<file path="src/rtl/types_pkg.sv">
// Shared types for the MINAv2 pipeline control logic.
//   fw_sel_e     : operand forwarding select driven to the EX stage
//   pipe_state_e : memory-wait sequencing state of pipe_ctrl
//   dest_match() : destination/source register match with optional r0 exclusion
package types;

    // The EX/MEM and MEM/WB encodings are pre-existing; NONE uses the spare zero code.
    typedef enum logic [1:0] {
        FW_SEL_NONE   = 2'b00,
        FW_SEL_EX_MEM = 2'b01,
        FW_SEL_MEM_WB = 2'b10
    } fw_sel_e;

    typedef enum logic [1:0] {
        RUN     = 2'b00,
        WAIT    = 2'b01,
        TIMEOUT = 2'b10
    } pipe_state_e;

    localparam int WAIT_CNT_W = 16;

    // Addresses are zero-extended to 32 bits by the caller so one function
    // serves any register address width.
    function automatic logic dest_match(
        input logic        we,
        input logic [31:0] rd_addr,
        input logic [31:0] rs_addr,
        input logic        zero_reg
    );
        return we && (rd_addr == rs_addr) && !(zero_reg && (rd_addr == 32'd0));
    endfunction

endpackage

</file>
<file path="src/rtl/pipe_ctrl_fw_select.sv">
// fw_select: combinational forwarding select for one EX-stage source operand.
//   src_addr              : source register of the instruction in EX
//   mem_rd_addr/mem_rd_we : EX/MEM destination (youngest, highest priority)
//   wb_rd_addr/wb_rd_we   : MEM/WB destination
//   sel                   : chosen forwarding path
module fw_select
    import types::*;
#(
    parameter int REG_ADDR_W = 5,
    parameter bit ZERO_REG   = 1'b1
) (
    input  logic [REG_ADDR_W-1:0] src_addr,
    input  logic [REG_ADDR_W-1:0] mem_rd_addr,
    input  logic                  mem_rd_we,
    input  logic [REG_ADDR_W-1:0] wb_rd_addr,
    input  logic                  wb_rd_we,
    output fw_sel_e               sel
);

    always_comb begin
        sel = FW_SEL_NONE;
        if (dest_match(mem_rd_we, 32'(mem_rd_addr), 32'(src_addr), ZERO_REG)) begin
            sel = FW_SEL_EX_MEM;
        end else if (dest_match(wb_rd_we, 32'(wb_rd_addr), 32'(src_addr), ZERO_REG)) begin
            sel = FW_SEL_MEM_WB;
        end
    end

endmodule

</file>
<file path="src/rtl/pipe_ctrl.sv">
// pipe_ctrl: pipeline sequencing controller beside the EX stage.
//   Inputs : ID/EX source addresses and use flags, EX/MEM/WB destinations,
//            branch_req from EX, mem_req/mem_ready data-memory handshake.
//   Outputs: ra_sel/rb_sel forwarding selects, per-register stalls, load
//            bubble flushes, pc_load_branch, sticky mem_timeout watchdog
//            flag and a saturating stall_cycles counter.
// All control outputs are combinational; only mem_timeout and stall_cycles
// are registered.
module pipe_ctrl
    import types::*;
#(
    parameter int REG_ADDR_W  = 5,
    parameter bit ZERO_REG    = 1'b1,
    parameter int MEM_TIMEOUT = 255
) (
    input  logic                  clk,
    input  logic                  rst,
    input  logic [REG_ADDR_W-1:0] id_ra_addr,
    input  logic [REG_ADDR_W-1:0] id_rb_addr,
    input  logic                  id_ra_used,
    input  logic                  id_rb_used,
    input  logic [REG_ADDR_W-1:0] ex_ra_addr,
    input  logic [REG_ADDR_W-1:0] ex_rb_addr,
    input  logic [REG_ADDR_W-1:0] ex_rd_addr,
    input  logic                  ex_rd_we,
    input  logic                  ex_is_load,
    input  logic [REG_ADDR_W-1:0] mem_rd_addr,
    input  logic                  mem_rd_we,
    input  logic [REG_ADDR_W-1:0] wb_rd_addr,
    input  logic                  wb_rd_we,
    input  logic                  branch_req,
    input  logic                  mem_req,
    input  logic                  mem_ready,
    output fw_sel_e               ra_sel,
    output fw_sel_e               rb_sel,
    output logic                  pc_stall,
    output logic                  if_id_stall,
    output logic                  id_ex_stall,
    output logic                  ex_mem_stall,
    output logic                  mem_wb_stall,
    output logic                  if_id_flush,
    output logic                  id_ex_flush,
    output logic                  pc_load_branch,
    output logic                  mem_timeout,
    output logic [31:0]           stall_cycles
);

    localparam logic [WAIT_CNT_W-1:0] TIMEOUT_LIM = WAIT_CNT_W'(MEM_TIMEOUT);

    fw_sel_e ra_fw, rb_fw;

    fw_select #(.REG_ADDR_W(REG_ADDR_W), .ZERO_REG(ZERO_REG)) u_fw_ra (
        .src_addr    (ex_ra_addr),
        .mem_rd_addr (mem_rd_addr),
        .mem_rd_we   (mem_rd_we),
        .wb_rd_addr  (wb_rd_addr),
        .wb_rd_we    (wb_rd_we),
        .sel         (ra_fw)
    );

    fw_select #(.REG_ADDR_W(REG_ADDR_W), .ZERO_REG(ZERO_REG)) u_fw_rb (
        .src_addr    (ex_rb_addr),
        .mem_rd_addr (mem_rd_addr),
        .mem_rd_we   (mem_rd_we),
        .wb_rd_addr  (wb_rd_addr),
        .wb_rd_we    (wb_rd_we),
        .sel         (rb_fw)
    );

    // Hazard detection
    logic freeze, load_use, count_stall;

    assign freeze   = mem_req && !mem_ready;
    assign load_use = ex_is_load &&
        ((id_ra_used && dest_match(ex_rd_we, 32'(ex_rd_addr), 32'(id_ra_addr), ZERO_REG)) ||
         (id_rb_used && dest_match(ex_rd_we, 32'(ex_rd_addr), 32'(id_rb_addr), ZERO_REG)));
    // A load-use bubble squashed by a branch never happens, so it is not counted.
    assign count_stall = freeze || (load_use && !branch_req);

    // State register
    pipe_state_e           state_q, state_d;
    logic [WAIT_CNT_W-1:0] wait_cnt_q, wait_cnt_d;
    logic                  mem_timeout_q, mem_timeout_d;
    logic [31:0]           stall_cycles_q, stall_cycles_d;

    always_ff @(posedge clk) begin
        if (rst) begin
            state_q        <= RUN;
            wait_cnt_q     <= '0;
            mem_timeout_q  <= 1'b0;
            stall_cycles_q <= '0;
        end else begin
            state_q        <= state_d;
            wait_cnt_q     <= wait_cnt_d;
            mem_timeout_q  <= mem_timeout_d;
            stall_cycles_q <= stall_cycles_d;
        end
    end

    // Next-state logic. The first freeze cycle already counts as wait cycle 1,
    // so the counter is loaded with 1 on the RUN->WAIT transition.
    always_comb begin
        state_d    = state_q;
        wait_cnt_d = wait_cnt_q;
        case (state_q)
            RUN: begin
                wait_cnt_d = '0;
                if (freeze) begin
                    wait_cnt_d = WAIT_CNT_W'(1);
                    state_d    = (wait_cnt_d >= TIMEOUT_LIM) ? TIMEOUT : WAIT;
                end
            end
            WAIT: begin
                if (mem_ready) begin
                    state_d    = RUN;
                    wait_cnt_d = '0;
                end else begin
                    wait_cnt_d = wait_cnt_q + WAIT_CNT_W'(1);
                    if (wait_cnt_d >= TIMEOUT_LIM) begin
                        state_d = TIMEOUT;
                    end
                end
            end
            TIMEOUT: begin
                // Counter holds its value here; it only clears back in RUN.
                if (mem_ready) begin
                    state_d    = RUN;
                    wait_cnt_d = '0;
                end
            end
            default: begin
                state_d    = RUN;
                wait_cnt_d = '0;
            end
        endcase

        mem_timeout_d  = mem_timeout_q || (state_d == TIMEOUT);
        stall_cycles_d = (count_stall && (stall_cycles_q != 32'hFFFF_FFFF))
                         ? stall_cycles_q + 32'd1 : stall_cycles_q;
    end

    // Output logic, priority rst > freeze > branch_req > load_use.
    always_comb begin
        ra_sel         = ra_fw;
        rb_sel         = rb_fw;
        pc_stall       = 1'b0;
        if_id_stall    = 1'b0;
        id_ex_stall    = 1'b0;
        ex_mem_stall   = 1'b0;
        mem_wb_stall   = 1'b0;
        if_id_flush    = 1'b0;
        id_ex_flush    = 1'b0;
        pc_load_branch = 1'b0;
        if (rst) begin
            ra_sel      = FW_SEL_NONE;
            rb_sel      = FW_SEL_NONE;
            if_id_flush = 1'b1;
            id_ex_flush = 1'b1;
        end else if (freeze) begin
            // A pending branch stays held in the frozen ID/EX and fires on release.
            pc_stall     = 1'b1;
            if_id_stall  = 1'b1;
            id_ex_stall  = 1'b1;
            ex_mem_stall = 1'b1;
            mem_wb_stall = 1'b1;
        end else if (branch_req) begin
            pc_load_branch = 1'b1;
            if_id_flush    = 1'b1;
            id_ex_flush    = 1'b1;
        end else if (load_use) begin
            // Hold PC and IF/ID, inject one bubble into ID/EX.
            pc_stall    = 1'b1;
            if_id_stall = 1'b1;
            id_ex_flush = 1'b1;
        end
    end

    assign mem_timeout  = mem_timeout_q;
    assign stall_cycles = stall_cycles_q;

endmodule

</file>
<file path="config.mk">
export PLATFORM = sky130hd
export DESIGN_NAME = pipe_ctrl
export DESIGN_NICKNAME = d
export VERILOG_FILES = /design/src/rtl/types_pkg.sv /design/src/rtl/pipe_ctrl_fw_select.sv /design/src/rtl/pipe_ctrl.sv
export SDC_FILE = /design/constraint.sdc
export NUM_CORES = 1
export LEC_CHECK = 0
export CORE_ASPECT_RATIO = 0.75
export CORE_MARGIN = 10
export CORE_UTILIZATION = 38
export DETAILED_ROUTE_END_ITERATION = 7
export PLACE_DENSITY = 0.74
export SYNTH_ARGS = -nofsm -noshare
export SYNTH_HDL_FRONTEND = slang
export SYNTH_HIERARCHICAL = 1
export SYNTH_SLANG_ARGS = --single-unit
</file>
<file path="constraint.sdc">
create_clock -name clk -period 3.8 [get_ports clk]
set_input_delay 0.76 -clock clk [delete_from_list [all_inputs] [get_ports clk]]
set_output_delay 0.76 -clock clk [all_outputs]
set_load 0.03 [all_outputs]
</file>
==> Flow_metrics.wiki <==
{| class="wikitable"
! Metric !! Value
|-
| Slew @ Worst Pin || 0.8719 ns
|-
| Number of nets in the layout || 592
|-
| Area share of the largest cell type after synthesis || 0.2796
|-
| Die Ht || 104.9 um
|-
| Hold-fix buffers at CTS || 0
|-
| Worst Setup End Kind || primary output
|-
| Clk network pwr share || 0.417
|-
| Worst R2R Start || stall_cycles[2]
|-
| Area taken by multi-input logic gates || 2452 um2
|-
| Power per standard cell area || 260.4 nW/um2
|-
| Part of the Yosys area used for sequential elements || 0.2796
|-
| Relative slew slack || 0.4134
|-
| Worst voltage drop across the vdd grid || 0.1744 mV
|-
| Internal cell power || 935.7 uW
|-
| Kind of cell adding the most delay to the critical path || buffers and inverters
|-
| FF-to-FF setup slack || 1.28 ns
|-
| Cell count after placement || 664
|-
| Max Transition Viols Final || 0
|-
| Largest net degree at the start of global routing || 63
|-
| Switching power of the nets || 305.8 uW
|-
| Flip-flop and latch area || 1021 um2
|-
| Total congestion overflow || 0
|-
| Global-route wire length before repair || 17.88 mm
|-
| Horizontal extent of the die || 133.2 um
|-
| Total DRC errors in the routed layout || 0
|-
| Fraction of registers with async set or reset after synthesis || 0
|-
| Unrepaired setup endpoints after global routing || false
|-
| Fraction of final layout cells with drive strength greater than 1 || 0.09007
|-
| Number of port buffers || 90
|-
| Sinks on the clock net || 51
|-
| Share of total power consumed by net switching || 0.2463
|-
| Final count of negative-setup-slack endpoints || 0
|-
| Mapped Avg Cell Area || 7.703 um2
|-
| Library cell with the largest summed area after synthesis || dfxtp_1
|-
| Stage delay of the slowest cell on the critical path || 0.69 ns
|-
| Net count of the mapped netlist || 523
|-
| Max FO, Critical Path || 4
|-
| Cell-by-cell listing of the critical path || clkdlybuf4s50_1, o41ai_2, a211oi_2, nor3_2, nor2b_1, clkdlybuf4s50_1
|-
| Total clock buffers created by CTS || 5
|-
| Commonest non-fill, non-tap cell in the layout || clkdlybuf4s50_1
|-
| Vias in the first global route || 3529
|-
| I/O pin count || 91
|-
| Number of buffers and inverters on the critical path || 2
|-
| Fin util || 0.5185
|-
| Antenna violations before repair || 0
|-
| GPL Wtd Cong || 0.9008
|-
| Clock buffer depth || 2
|-
| Setup clock skew after layout || 0.01306 ns
|-
| Highest-delay cell along the critical path || clkdlybuf4s50_1
|-
| Kind of start point of the critical path || input pin
|-
| Capture endpoint of the worst hold path || wait_cnt_q[15]
|-
| Number of cells upsized or downsized after cts || 0
|-
| Distinct cell type count of the synthesized netlist || 54
|-
| Combinational fraction of design power || 0.148
|-
| Worst r2r dst || stall_cycles[16]
|-
| H-tree depth || 2
|-
| Worst setup slack before clock tree synthesis || 0.1278 ns
|-
| Biggest area contributors in the synthesized netlist || dfxtp_1 28%, mux2_2 7.1%, nor2_1 5.1%, xnor2_1 5.0%, nor2b_1 4.6%
|-
| DP HPWL || 8.358 mm
|-
| Die Area || 13970 um2
|-
| Number of rows created at floorplan || 30
|-
| Count of yosys warnings during synthesis || 6
|-
| Hold Path Cell Cnt || 2
|-
| Accumulated negative setup slack || 0 ns
|-
| Reg2reg path depth || 5
|-
| Diode count || 0
|-
| Filler Cell Count || 878
|-
| Final critical path time including I/O delays and setup || 3.679 ns
|-
| Total routing resource utilization after global routing || 0.1478
|-
| Number of buffers inserted to repair setup after CTS || 0
|-
| Worst path most repeated cell || clkdlybuf4s50_1
|-
| Count of vias placed by the detailed router || 3873
|-
| Number of enable flip-flop cells after synthesis || 0
|-
| Area of the core || 9196 um2
|-
| 1st-pass router iterations || 5
|-
| Worst min-delay path startpoint || wait_cnt_q[15]
|-
| Class of the most critical setup path || in2out
|-
| Post-Route WL || 11.02 mm
|-
| Clock latency reported for the late side of the worst-skew pair || 0.29 ns
|-
| Mapped Cells || 474
|-
| Reg power frac || 0.435
|-
| Min-delay worst type || reg2reg
|-
| Clock transition at the registers of the reported paths || 0.07 ns
|-
| Initial DRC Count || 325
|-
| Static leakage power || 1.548 nW
|-
| Post-detailed-route wirelength per cell || 16.40 um
|-
| Area Growth Syn to Fin || 30.60%
|-
| Final worst-path setup slack || 0.1206 ns
|-
| Starting utilization of the core area || 0.3970
|-
| Cell Area, Synth || 3651 um2
|-
| Max-cap violation count || 0
|-
| CP Data Required Time || 3.04 ns
|-
| Highest clock frequency the design can meet || 0.2718 GHz
|-
| Average vias per placed instance || 5.763
|-
| Number of synthesized register bits || 51
|-
| Number of nets with antenna violations after routing || 0
|-
| Dominant register cell in the synthesized netlist || dfxtp_1
|-
| Hold Vio Cnt, Final || 0
|-
| Commonest non-fill, non-tap cells in the layout || 89 x clkdlybuf4s50_1, 51 x dfxtp_1, 50 x nor2_1
|-
| CTS tree || built
|-
| Final standard cell count with taps included and fillers excluded || 672
|-
| Arrival time worst endpoint || 2.92 ns
|-
| Final clock period utilization by the worst path || 0.9683
|-
| Clock root buffer || clkbuf_16
|-
| Outcome || complete, no violations
|}
power by group through the flow:
stage	clock network [mW]	registers (mW)	logic [mW]
final	0.518	0.539	0.184
after global routing	0.547	0.540	0.200
after CTS	0.527	0.539	0.183
after detailed placement	0	0.552	0.183
after global placement	0	0.552	0.178
after floorplan	0	0.552	0.0952
per-stage QoR:
| step | power (mW) | hold WS (ns) | instance area, um2 |
|---|---|---|---|
| CTS | 1.249 | 0.5186 | 4768 |
| detailed placement | 0.7345 | 0.5088 | 4597 |
| global placement | 0.7293 | 0.4944 | 4597 |
| global route | 1.287 | 0.5509 | 4768 |
| floorplan | 0.6476 | 0.4706 | 3651 |
| finish | 1.242 | 0.5226 | 4768 |
worst register-to-register path: cells and delay by family, from the launching register on:
| family | cells | cell delay [ns] |
|---|---|---|
| flops | 1 | 0.50 |
| mux | 1 | 0.31 |
| simple gates | 4 | 1.60 |
cell families after synthesis:
family	after synthesis	share of synthesized area
AND/OR/NAND/NOR	242	0.3557
adder cells (fa/ha/maj)	3	0.01028
XOR/XNOR	27	0.06477
AO/OA/AOI/OAI	86	0.1672
buffers and inverters	41	0.04866
flip-flops	51	0.2796
multiplexers	24	0.07368
worst max path at each step:
stage	startpoint	to	slack (ns)	cells past startpoint
2_1_floorplan	rst	pc_stall	0.71	5
3_3_place_gp	mem_rd_addr[0]	rb_sel[1]	0.22	6
3_5_place_dp	mem_rd_addr[0]	ra_sel[1]	0.13	6
4_1_cts	mem_rd_addr[0]	ra_sel[1]	0.11	6
5_1_grt	mem_rd_addr[0]	ra_sel[1]	0.04	6
6_report	mem_rd_addr[0]	ra_sel[1]	0.12	6
sequential cells by signal, indices dropped and copies added, names as in the netlist:
name / flops
stall_cycles: 32
wait_cnt_q: 16
state_q: 2
mem_timeout: 1
cells in the mapped netlist (all sizes together) (2+ instances only):
master	count
nor3	23
nand2	37
a211oi	10
o22ai	2
and3	5
nand3	23
mux2	23
o21ai	14
o2111ai	5
nand4	18
nor2	52
nand2b	4
a311oi	5
inv	8
o41ai	2
nand3b	2
or4	11
a21oi	25
or3	2
and2	4
xor2	6
dfxtp	51
buf	12
a221oi	2
a31oi	5
and4	4
o211a	2
clkbuf	21
nor4	26
nor2b	27
o31ai	6
xnor2	21
ha	3
layout make-up:
cell class | instances | share of cell area
clock buffers | 5 | 0.02624
multi-input cells | 382 | 0.5143
repair buffers | 95 | 0.1957
inverters | 8 | 0.006298
clock inverters | 3 | 0.009709
well taps | 128 | 0.03359
flip-flops and latches | 51 | 0.2141
layer usage:
layer	wire length, um	up-vias	global-route usage	part of all wire
met1	5245	1806	0.1989	0.48
met3	1066	4	0.04928	0.097
met4	59	0	0.02946	0.0054
met2	4653	171	0.2248	0.42
li1	-	1892	-	-
met5	0	-	0	0
(Power assumes the default switching activity.)
